<file path="src/rtl/rc4_pkg.sv">
// Shared constants and FSM state encoding for the RC4 key-scheduling blocks.
package rc4_pkg;

  localparam int SBOX_SIZE = 256;
  localparam int BYTE_W    = 8;

  typedef logic [BYTE_W-1:0] byte_t;
  typedef logic [3:0]        state_t;

  localparam state_t IDLE   = 4'd0;
  localparam state_t INIT   = 4'd1;
  localparam state_t RD_SI  = 4'd2;
  localparam state_t LD_SI  = 4'd3;
  localparam state_t CALC_J = 4'd4;
  localparam state_t RD_SJ  = 4'd5;
  localparam state_t LD_SJ  = 4'd6;
  localparam state_t WR_I   = 4'd7;
  localparam state_t WR_J   = 4'd8;
  localparam state_t FIN    = 4'd9;

  localparam byte_t I_LAST = byte_t'(SBOX_SIZE - 1);

endpackage

</file>
<file path="src/rtl/rc4_key_idx.sv">
// Wrapping key-buffer index: clr_i captures the key length and zeroes the index,
// inc_i steps it and wraps after the last key byte without a modulo divider.
module rc4_key_idx #(
  parameter int KEY_AW = 8
) (
  input  logic              clk,
  input  logic              rst_n,
  input  logic              clr_i,
  input  logic [KEY_AW:0]   len_i,
  input  logic              inc_i,
  output logic [KEY_AW-1:0] idx_o
);

  logic [KEY_AW-1:0] idx_q, idx_d;
  logic [KEY_AW-1:0] last_q, last_d;
  logic [KEY_AW:0]   len_m1;

  assign len_m1 = len_i - 1'b1;

  always_comb begin
    idx_d  = idx_q;
    last_d = last_q;
    if (clr_i) begin
      idx_d  = '0;
      // A zero length behaves like a single-byte key.
      last_d = (len_i == '0) ? '0 : len_m1[KEY_AW-1:0];
    end else if (inc_i) begin
      idx_d = (idx_q == last_q) ? '0 : idx_q + 1'b1;
    end
  end

  always_ff @(posedge clk or negedge rst_n) begin
    if (!rst_n) begin
      idx_q  <= '0;
      last_q <= '0;
    end else begin
      idx_q  <= idx_d;
      last_q <= last_d;
    end
  end

  assign idx_o = idx_q;

endmodule

</file>
<file path="src/rtl/rc4_ksa_ctrl.sv">
// RC4 key-scheduling sequencer: fills the S-box, drives cal_j, swaps S[i]/S[j].
// Optional RC4_KSA_ABORT_EN adds an abort_i input that cancels a run.
module rc4_ksa_ctrl
  import rc4_pkg::*;
#(
  parameter int KEY_AW = 8
) (
  input  logic              clk,
  input  logic              rst_n,
  input  logic              start_i,
  input  logic [KEY_AW:0]   key_len_i,
`ifdef RC4_KSA_ABORT_EN
  input  logic              abort_i,
`endif
  output logic [KEY_AW-1:0] key_addr_o,
  input  logic [7:0]        key_data_i,
  output logic              j_en_o,
  output logic [7:0]        j_key_o,
  output logic [7:0]        j_si_o,
  output logic [7:0]        j_prev_o,
  input  logic [7:0]        j_in_i,
  output logic [7:0]        s_addr_o,
  output logic [7:0]        s_wdata_o,
  output logic              s_we_o,
  input  logic [7:0]        s_rdata_i,
  output logic              busy_o,
  output logic              done_o
);

  state_t            state_q, state_d;
  byte_t             i_q, i_d;
  byte_t             si_q, si_d;
  byte_t             jj_q, jj_d;
  byte_t             sj_q, sj_d;
  logic              kidx_clr, kidx_inc;
  logic [KEY_AW-1:0] kidx;
  logic              abort;

`ifdef RC4_KSA_ABORT_EN
  assign abort = abort_i;
`else
  assign abort = 1'b0;
`endif

  rc4_key_idx #(.KEY_AW(KEY_AW)) u_key_idx (
    .clk   (clk),
    .rst_n (rst_n),
    .clr_i (kidx_clr),
    .len_i (key_len_i),
    .inc_i (kidx_inc),
    .idx_o (kidx)
  );

  always_comb begin
    state_d  = state_q;
    i_d      = i_q;
    si_d     = si_q;
    jj_d     = jj_q;
    sj_d     = sj_q;
    kidx_clr = 1'b0;
    kidx_inc = 1'b0;
    case (state_q)
      IDLE: begin
        if (start_i) begin
          state_d  = INIT;
          i_d      = '0;
          kidx_clr = 1'b1;
        end
      end
      INIT: begin
        // i wraps back to 0 as the fill finishes, ready for the swap loop.
        i_d = i_q + 1'b1;
        if (i_q == I_LAST) state_d = RD_SI;
      end
      RD_SI:  state_d = LD_SI;
      LD_SI: begin
        si_d    = s_rdata_i;
        state_d = CALC_J;
      end
      CALC_J: state_d = RD_SJ;
      RD_SJ: begin
        jj_d    = j_in_i;
        state_d = LD_SJ;
      end
      LD_SJ: begin
        sj_d    = s_rdata_i;
        state_d = WR_I;
      end
      WR_I:   state_d = WR_J;
      WR_J: begin
        if (i_q == I_LAST) begin
          state_d = FIN;
        end else begin
          i_d      = i_q + 1'b1;
          kidx_inc = 1'b1;
          state_d  = RD_SI;
        end
      end
      FIN:     state_d = IDLE;
      default: state_d = IDLE;
    endcase
    if (abort && (state_q != IDLE)) state_d = IDLE;
  end

  always_ff @(posedge clk or negedge rst_n) begin
    if (!rst_n) begin
      state_q <= IDLE;
      i_q     <= '0;
      si_q    <= '0;
      jj_q    <= '0;
      sj_q    <= '0;
    end else begin
      state_q <= state_d;
      i_q     <= i_d;
      si_q    <= si_d;
      jj_q    <= jj_d;
      sj_q    <= sj_d;
    end
  end

  // Outputs decode from registered state so an async reset clears them at once.
  always_comb begin
    key_addr_o = '0;
    j_en_o     = 1'b0;
    j_key_o    = '0;
    j_si_o     = '0;
    j_prev_o   = '0;
    s_addr_o   = '0;
    s_wdata_o  = '0;
    s_we_o     = 1'b0;
    case (state_q)
      INIT: begin
        s_we_o    = 1'b1;
        s_addr_o  = i_q;
        s_wdata_o = i_q;
      end
      RD_SI: begin
        s_addr_o   = i_q;
        key_addr_o = kidx;
      end
      LD_SI: begin
        j_en_o   = 1'b1;
        j_key_o  = key_data_i;
        j_si_o   = s_rdata_i;
        j_prev_o = (i_q == '0) ? '0 : j_in_i;
      end
      RD_SJ: s_addr_o = j_in_i;
      WR_I: begin
        s_we_o    = 1'b1;
        s_addr_o  = i_q;
        s_wdata_o = sj_q;
      end
      WR_J: begin
        s_we_o    = 1'b1;
        s_addr_o  = jj_q;
        s_wdata_o = si_q;
      end
      default: ;
    endcase
  end

  assign busy_o = (state_q != IDLE);
  assign done_o = (state_q == FIN) && !abort;

endmodule

</file>
<file path="config.mk">
export PLATFORM = sky130hd
export DESIGN_NAME = rc4_ksa_ctrl
export DESIGN_NICKNAME = d
export VERILOG_FILES = /design/src/rtl/rc4_pkg.sv /design/src/rtl/rc4_key_idx.sv /design/src/rtl/rc4_ksa_ctrl.sv
export SDC_FILE = /design/constraint.sdc
export NUM_CORES = 1
export LEC_CHECK = 0
export BUFFER_PORTS_ARGS = -buffer_cell sky130_fd_sc_hd__buf_2
export CAP_MARGIN = 25
export CORE_MARGIN = 5
export CORE_UTILIZATION = 50
export CTS_BUF_LIST = sky130_fd_sc_hd__clkbuf_8
export DETAILED_ROUTE_END_ITERATION = 10
export PLACE_DENSITY = 0.77
export SLEW_MARGIN = 5
export SYNTH_ARGS = -nofsm -noshare
export SYNTH_HDL_FRONTEND = slang
export SYNTH_SLANG_ARGS = --single-unit
export TNS_END_PERCENT = 50
</file>
<file path="constraint.sdc">
create_clock -name clk -period 5.9 [get_ports clk]
set_clock_uncertainty 0.1 [all_clocks]
set_input_delay 1.77 -clock clk [delete_from_list [all_inputs] [get_ports clk]]
set_output_delay 1.77 -clock clk [all_outputs]
set_load 0.01 [all_outputs]
</file>
* After elaboration in Yosys (flattened, before gate mapping) *
Index checks and enable logic that the tools add are counted.

cells by class
  add/subtract/negate cells = 3
  eq/ne operators = 14
  multiplexer cells = 24
  reductions and logical operators = 10

operator list
  kind                                                                number
  8-bit two-way mux                                                   11
  8-bit case mux with 3 select lines                                  3
  4-bit case mux with 9 select lines                                  1
  8-bit by 1-bit adder with 8-bit output, second input constant       2
  4-bit by 3-bit == test with 1-bit output, second input constant     4
  4-bit two-way mux                                                   3
  9-bit zero test                                                     1
  4-bit by 2-bit == test with 1-bit output, second input constant     2
  4-bit == test, second input constant                                2
  8-bit == test                                                       1
  8-bit == test, second input constant                                1
  8-bit zero test                                                     1
  8-bit by 1-bit subtractor with 8-bit output, second input constant  1
  1-bit two-way mux                                                   6
  2-bit != test, second input constant                                3
  3-bit OR reduction                                                  2
  4-bit by 1-bit == test with 1-bit output, second input constant     1
  4-bit zero test                                                     1
  4-bit nonzero test                                                  1
  3-bit AND reduction                                                 1
  3-bit nonzero test                                                  1
  2-bit AND reduction                                                 1
  2-bit nonzero test                                                  1

word-level totals
  register bits = 52
  word-level logic and storage cells = 58

* Longest topological paths before layout *
Gate-level depths: netlist of the first run.

  depth in word-level cells = 5
  mapped depth = 6
  gate-level depth less buffers = 6

* By module *
From an unflattened synthesis of the first run, not the netlist that was laid out.

second synthesis, totals
  cells, all modules = 318
  area total of the unflattened synthesis = 3,155.5 um2

modules (own cells, without submodules)
  module        times used  cells each  area an instance (um2)  seq. area each (um2)
  rc4_ksa_ctrl  1           224         2,218.4                 900.9
  rc4_key_idx   1           94          937.1                   400.4

* Worst setup path after synthesis of the first run *
Ideal clock, no wire load.

  path kind = in2out
  from = input j_in_i[0]
  to = output s_addr_o[0]
  arrival = 2,157 ps
  path slack = 1,873 ps
  stages = 2
  cell sequence = a222oi_1 inv_1

between the ends
  cells in the longest elaborated chain, start to end = 1

ends and longest elaborated chain
  element                             RTL line             source
  start: declaration                  rc4_ksa_ctrl.sv:21   input logic [7:0] j_in_i,
  8-bit case mux with 3 select lines  rc4_ksa_ctrl.sv:131  case (state_q)
  end: declaration                    rc4_ksa_ctrl.sv:22   output logic [7:0] s_addr_o,

No other way between the ends.

* Final worst setup path of the first run *
  from = register state_q[1]
  to = output j_prev_o[4]

between the ends
  cells in the longest elaborated chain, start to end = 2

ends and longest elaborated chain
  element                                   RTL line             source
  start: declaration                        rc4_ksa_ctrl.sv:30   state_t state_q, state_d;
  start signal: assignment                  rc4_ksa_ctrl.sv:113  state_q <= state_d;
  4-bit by 2-bit == test with 1-bit output  rc4_ksa_ctrl.sv:131
  8-bit two-way mux                         rc4_ksa_ctrl.sv:131
  end: declaration                          rc4_ksa_ctrl.sv:20   output logic [7:0] j_prev_o,

No other way between the ends.

==> metrics.md, run 1 <==
| Metric | Value |
|---|---|
| TritonRoute pass-1 iters | `6` |
| R2R Setup Slk | `3.58 ns` |
| Final setup margin | `1.38 ns` |
| MaxCap Viol Count | `0` |
| Pre-CTS WS | `1.55 ns` |
| Initial antenna violation count | `0` |
| First-pass GRT wire length | `12600 um` |
| Share of layout cells above drive strength 1 | `0.335` |
| Postcts setup bufs | `0` |
| Max incr delay on CP | `0.71 ns` |
| Final WL | `7430 um` |
| Synth Instances | `315` |
| Nets | `440` |
| Post-synthesis adder-cell area fraction | `0.0204` |
| Clock Tree Buf Depth | `2` |
| Synth Area in XOR/XNOR | `0.0571` |
| Register area | `0.00130 mm^2` |
| Ys Warns | `0` |
| ANT nets after route | `0` |
| GR Overflow Total | `0` |
| RSZ-0062 raised after global routing | `no` |
| Pwr Density | `174 mW/mm^2` |
| Clk slew on worst S/H paths | `0.09 ns` |
| CP startpoint kind | `flop` |
| Root buf cell | `clkbuf_8` |
| P_leak | `1.91 nW` |
| Largest area contributor in the netlist | `dfrtp_1` |
| Crit-path max FO | `26` |
| Period minus WS final | `4.52 ns` |
| Fill cell count | `539` |
| Flops & latches, synth | `52` |
| CTS tree | `built` |
| Detailed Route Iter0 Violations | `197` |
| H-Tree Depth | `2` |
| Cts repair resizes | `0` |
| Pins Over Slew Limit | `0` |
| Vias in the first global route | `2702` |
| Cell variety after synth | `43` |
| CP Capture Type | `output pin` |
| Async S/R FF share, synth | `1.00` |
| Vias | `2677` |
| Sink Count | `52` |
| Compound-cell area share of the yosys netlist | `0.126` |
| Mapped Area | `0.00307 mm^2` |
| Final HPWL DP | `5420 um` |
| Critical path cell sequence | `nand2_1 > nor3_2 > buf_4 > a21boi_0 > and2_1 > buf_2` |
| Largest net degree at the start of global routing | `53` |
| WP buf/inv | `2` |
| Fin cells | `475` |
| TritonCTS Buffers | `5` |
| Post-route cell area | `0.00370 mm^2` |
| Io pins | `88` |
| Area share of and/or/nand/nor cells after synthesis | `0.232` |
| Core ar. | `0.00596 mm^2` |
| PortBufs | `87` |
| N_diodes | `0` |
| R2r worst-path depth | `5` |
| Post-synthesis mux area share | `0.0918` |
| Worst-margin pin slew | `0.827 ns` |
| Worst VDD drop | `0.0000889 V` |
| Largest delay share family, worst path | `compound AO/OA/AOI/OAI gates` |
| Total Neg Setup Slack | `0 ns` |
| Top cells by area, synth | `dfrtp_1, mux2_2, and2_1, a222oi_1, xnor2_1` |
| Worst min path class | `flop to flop` |
| Starting Density | `0.515` |
| Reg-to-Reg End | `u_key_idx.idx_o[6]` |
| Multi-input logic area | `0.00162 mm^2` |
| Fmax achieved | `221 MHz` |
| Placed Cells | `465` |
| Post-synth EDFFs | `0` |
| Hold-fix buffers, CTS | `0` |
| Largest family of logic cells by synthesized area | `simple AND/OR/NAND/NOR gates` |
| Number of cells on the critical path | `6` |
| Primary FF master, synth | `dfrtp_1` |
| Avg Inst Size Synth | `9.74 um^2` |
| Yosys top cell area share | `0.424` |
| Number of stages on the worst hold path | `2` |
| WHS Endpoint | `u_key_idx.last_q[6]` |
| WS Path Type | `flop to output pin` |
| Average wire per standard cell | `15.7 um` |
| Die W | `88.3 um` |
| Status | `complete, no violations` |
| Post-synthesis sequential area ratio | `0.424` |
| CP arrival | `2.65 ns` |
| R2r startpoint | `state_q[3]` |
| Final setup viols | `0` |
| WP data required | `4.03 ns` |
| Area Growth Syn to Fin | `20.6%` |
| Cell row count | `28` |
| Pwr Total | `0.644 mW` |
| Syn_nets | `356` |
| Die height | `88.3 um` |
| Hold path start | `u_key_idx.last_q[6]` |
| DRC | `0` |
| DR vias/cell | `5.64` |
| Period utilisation layout | `0.766` |
| Placer Congestion | `0.840` |
| Placed Area | `0.00355 mm^2` |
| Area of the die | `0.00780 mm^2` |
| Clock Latency Late Sink | `0.32 ns` |
| Final Hold Viols | `0` |
| Slowest CP cell | `a21boi_0` |
| Slew headroom | `0.444` |
| GRT Resource Usage Total | `0.204` |
==> layout by cell type (no fill, tap or decap), types with 4 or more instances in the layout <==
master,n
o21ai_0,17
xnor2_1,17
nand4_1,4
nand2_1,19
nor2_1,23
o31ai_1,5
mux2_2,25
a222oi_1,16
nand3_1,8
dfrtp_1,52
ha_1,5
a22o_1,5
inv_1,22
clkbuf_8,7
and3_1,4
and2_1,32
nor2b_1,4
nor3_1,6
buf_2,87
nor4_1,5
==> routing by layer <==
metal / share of wire / GRT usage / vias up / wire, um
met4: 0.015 / 0.0838 / 0 / 111
met5: 0 / 0 / - / 0
met1: 0.43 / 0.262 / 1304 / 3230
met3: 0.051 / 0.0242 / 7 / 377
li1: - / - / 1289 / -
met2: 0.50 / 0.350 / 77 / 3710
==> cell families after synthesis <==
family | count (synthesis)
AOI/OAI and AO/OA | 52
and+or+nand+nor | 124
DFF | 52
adders and majority gates | 5
buffers and inverters | 37
muxes | 25
xor gates and xnor gates | 20
==> where the power goes <==
part,switching [mW],internal [mW],total [mW],leakage (nW)
Combinational,0.0164,0.0118,0.0282,1.14
Clock,0.121,0.139,0.259,0.0614
Sequential,0,0.356,0.356,0.707
Total,0.137,0.507,0.644,1.91
==> how the worst max path moves through the flow <==
stage | start | end | slack [ns]
floorplan | j_in_i[0] | s_addr_o[0] | 1.87
finish | state_q[1] | j_prev_o[4] | 1.38
global placement | j_in_i[3] | s_addr_o[3] | 1.66
detailed placement | j_in_i[7] | s_addr_o[7] | 1.55
global route | state_q[1] | j_prev_o[5] | 1.16
CTS | state_q[1] | j_prev_o[4] | 1.37
==> cell usage after synthesis, types with 2 or more instances <==
| library cell | count |
|---|---|
| xnor2_1 | 17 |
| nor2_1 | 23 |
| nand2_1 | 19 |
| or3_1 | 2 |
| clkbuf_1 | 12 |
| and2_1 | 32 |
| nor4b_1 | 3 |
| nand4_1 | 4 |
| buf_2 | 2 |
| a22o_1 | 5 |
| nand2b_1 | 3 |
| a222oi_1 | 16 |
| ha_1 | 5 |
| nor3_1 | 6 |
| nand3_1 | 8 |
| xor2_1 | 3 |
| inv_1 | 22 |
| mux2_2 | 25 |
| o21ai_0 | 17 |
| a21oi_1 | 3 |
| o31ai_1 | 5 |
| and3_1 | 4 |
| nor2b_1 | 4 |
| nor4_1 | 5 |
| dfrtp_1 | 52 |
==> state kept, by name, summed over array words and instances (netlist names) <==
name	count
u_key_idx.last_q	8
jj_q	8
u_key_idx.idx_o	8
si_q	8
i_q	8
sj_q	8
state_q	4
==> layout make-up <==
cell class,instances,share of cell area
well taps,75,0.0254
multi-input cells,226,0.437
inverters,22,0.0223
clock buffers,6,0.0223
flip-flops and latches,52,0.352
repair buffers,92,0.131
clock inverters,2,0.0105
==> stage by stage <==
step	hold slack, ns	utilization
floorplan	0.370	-
global placement	0.391	0.597
detailed placement	0.397	0.597
CTS	0.420	0.617
global route	0.427	0.621
finish	0.413	0.621
==> worst reg2reg max path: cells and delay by family (launching register included) <==
| family | cells | cell delay, ns |
|---|---|---|
| compound gates | 3 | 0.48 |
| simple gates | 2 | 1.07 |
| flops | 1 | 0.62 |
Power figures use the tool's default switching activity.
==> run 2, diff against run 1 <==
clock period = 4.6 ns   (was 5.9 ns; I/O delays follow)
==> run 2 against run 1 <==
  * Combinational power increased by 31%
  * Total power is 26% higher
  * Critical path type unchanged
  * Setup slack got worse by 0.78 ns
  * Critical endpoint is now j_prev_o[3]
  * Non-clock buffer count rose by 2
  * Clock-buffer cell count down 1
  * Critical path depth stayed put
==> metrics.md, run 2 (same netlist as run 1, synthesis figures left out) <==
| Metric | Value |
|---|---|
| CTS tree | `built` |
| TritonRoute pass-1 iters | `7 (+1)` |
| Status | `complete, no violations` |
| Vias in the first global route | `2661 (-1.5%)` |
| R2r worst-path depth | `6 (+1)` |
| Slowest CP cell | `a21boi_0` |
| Largest net degree at the start of global routing | `31 (-42%)` |
| CP startpoint kind | `flop` |
| Nets | `442 (+0.45%)` |
| Root buf cell | `clkbuf_8` |
| Critical path cell sequence | `nand2_1 > nor3_2 > buf_4 > a21boi_0 > and2_1 > buf_2` |
| Io pins | `88 (unchanged)` |
| Pre-CTS WS | `0.898 ns (-0.652 ns)` |
| Fill cell count | `530 (-1.7%)` |
| Max incr delay on CP | `0.63 ns (-0.08 ns)` |
| Slew headroom | `0.444 (+0.000622)` |
| Total Neg Setup Slack | `0 ns (unchanged)` |
| Postcts setup bufs | `0 (unchanged)` |
| Pwr Density | `219 mW/mm^2 (+26%)` |
| Die height | `88.3 um (unchanged)` |
| Cts repair resizes | `0 (unchanged)` |
| Period utilisation layout | `0.869` |
| Period minus WS final | `4.00 ns` |
| Area of the die | `0.00780 mm^2 (unchanged)` |
| Register area | `0.00130 mm^2 (unchanged)` |
| Detailed Route Iter0 Violations | `254 (+29%)` |
| Worst-margin pin slew | `0.826 ns (-0.000578 ns)` |
| Worst min path class | `flop to flop` |
| Cell row count | `28 (unchanged)` |
| Crit-path max FO | `26 (unchanged)` |
| CP arrival | `2.52 ns (-0.13 ns)` |
| Starting Density | `0.515 (unchanged)` |
| Initial antenna violation count | `0 (unchanged)` |
| Multi-input logic area | `0.00162 mm^2 (unchanged)` |
| CP Capture Type | `output pin` |
| DR vias/cell | `5.56 (-1.3%)` |
| ANT nets after route | `0 (unchanged)` |
| Post-layout util | `0.620 (-0.000840)` |
| WS Path Type | `flop to output pin` |
| Number of stages on the worst hold path | `2 (unchanged)` |
| Most common cell after layout, fill and taps aside | `buf_2` |
| Clock Latency Late Sink | `0.31 ns (about the same)` |
| First-pass GRT wire length | `12400 um (-1.1%)` |
| Average wire per standard cell | `15.3 um (-2.1%)` |
| Final setup viols | `0 (unchanged)` |
| Most frequent cells in the layout | `buf_2, dfrtp_1, and2_1` |
| Final HPWL DP | `5390 um (-0.63%)` |
| P_leak | `1.91 nW (about the same)` |
| RSZ-0062 raised after global routing | `no` |
| GRT Resource Usage Total | `0.201 (-0.00297)` |
| Share of layout cells above drive strength 1 | `0.338 (+0.00331)` |
| Die W | `88.3 um (unchanged)` |
| Min Hold Slack | `0.407 ns (-0.00627 ns)` |
| DRC | `0 (unchanged)` |
| Fmax achieved | `250 MHz` |
| Pwr Total | `0.810 mW (+26%)` |
| WP data required | `3.12 ns (-0.91 ns)` |
| H-Tree Depth | `2 (unchanged)` |
| Area Growth Syn to Fin | `20.4%` |
| Placer Congestion | `0.850 (+1.2%)` |
| Vias | `2653 (-0.90%)` |
| Clock Tree Buf Depth | `2 (unchanged)` |
| TritonCTS Buffers | `5 (unchanged)` |
| Final setup margin | `0.601 ns (-0.782 ns)` |
| Worst VDD drop | `0.000138 V (+56%)` |
| GR Overflow Total | `0 (unchanged)` |
| PortBufs | `87 (unchanged)` |
| Pins Over Slew Limit | `0 (unchanged)` |
| Final Hold Viols | `0 (unchanged)` |
| N_diodes | `0 (unchanged)` |
| MaxCap Viol Count | `0 (unchanged)` |
| Core ar. | `0.00596 mm^2 (unchanged)` |
| Clk slew on worst S/H paths | `0.09 ns (about the same)` |
| Hold-fix buffers, CTS | `0 (unchanged)` |
| Final WL | `7310 um (-1.6%)` |
| Sink Count | `52 (unchanged)` |
## run 2: final cells by class
type	instances	share of cell area
sequential	52	0.352
multi-input combinational	226	0.438
timing repair buffer	94	0.132
tap	75	0.0254
inverter	22	0.0224
clock buffer	5	0.0186
clock inverter	3	0.0115
## run 2: power by group
part | total [mW] | switching (mW) | internal [mW]
sequential | 0.457 | 0 | 0.457
combinational | 0.0369 | 0.0217 | 0.0152
clock | 0.316 | 0.155 | 0.161
## run 2: layer usage
metal	vias to the layer above	GRT usage	part of all wire
met2	71	0.322	0.47
met5	-	0	0
met1	1284	0.278	0.47
li1	1293	-	-
met3	5	0.0391	0.049
met4	0	0.0591	0.013
## run 2: final timing paths
check	startpoint	end	slack, ns
hold / removal	u_key_idx.last_q[4]	u_key_idx.last_q[4]	0.41
hold reg to reg	u_key_idx.last_q[4]	u_key_idx.last_q[4]	0.41
min in group asynchronous	rst_n	si_q[4]	0.93
setup reg to reg	state_q[3]	u_key_idx.idx_o[6]	2.11
max in group asynchronous	rst_n	i_q[4]	2.68
setup / recovery	state_q[1]	j_prev_o[3]	0.60
## run 2: critical path: cells and delay by family, from the launching register on
family,cells,cell delay (ns)
compound gates,1,0.63
flops,1,0.61
simple gates,3,0.55
buf+inv,2,0.41
## run 2: stage by stage
| stage | cell area (um^2) | std cells |
|---|---|---|
| after floorplan | 3070 | 315 |
| after global placement | 3580 | 469 |
| after detailed placement | 3580 | 469 |
| after CTS | 3690 | 477 |
| after global routing | 3690 | 477 |
| final | 3690 | 477 |
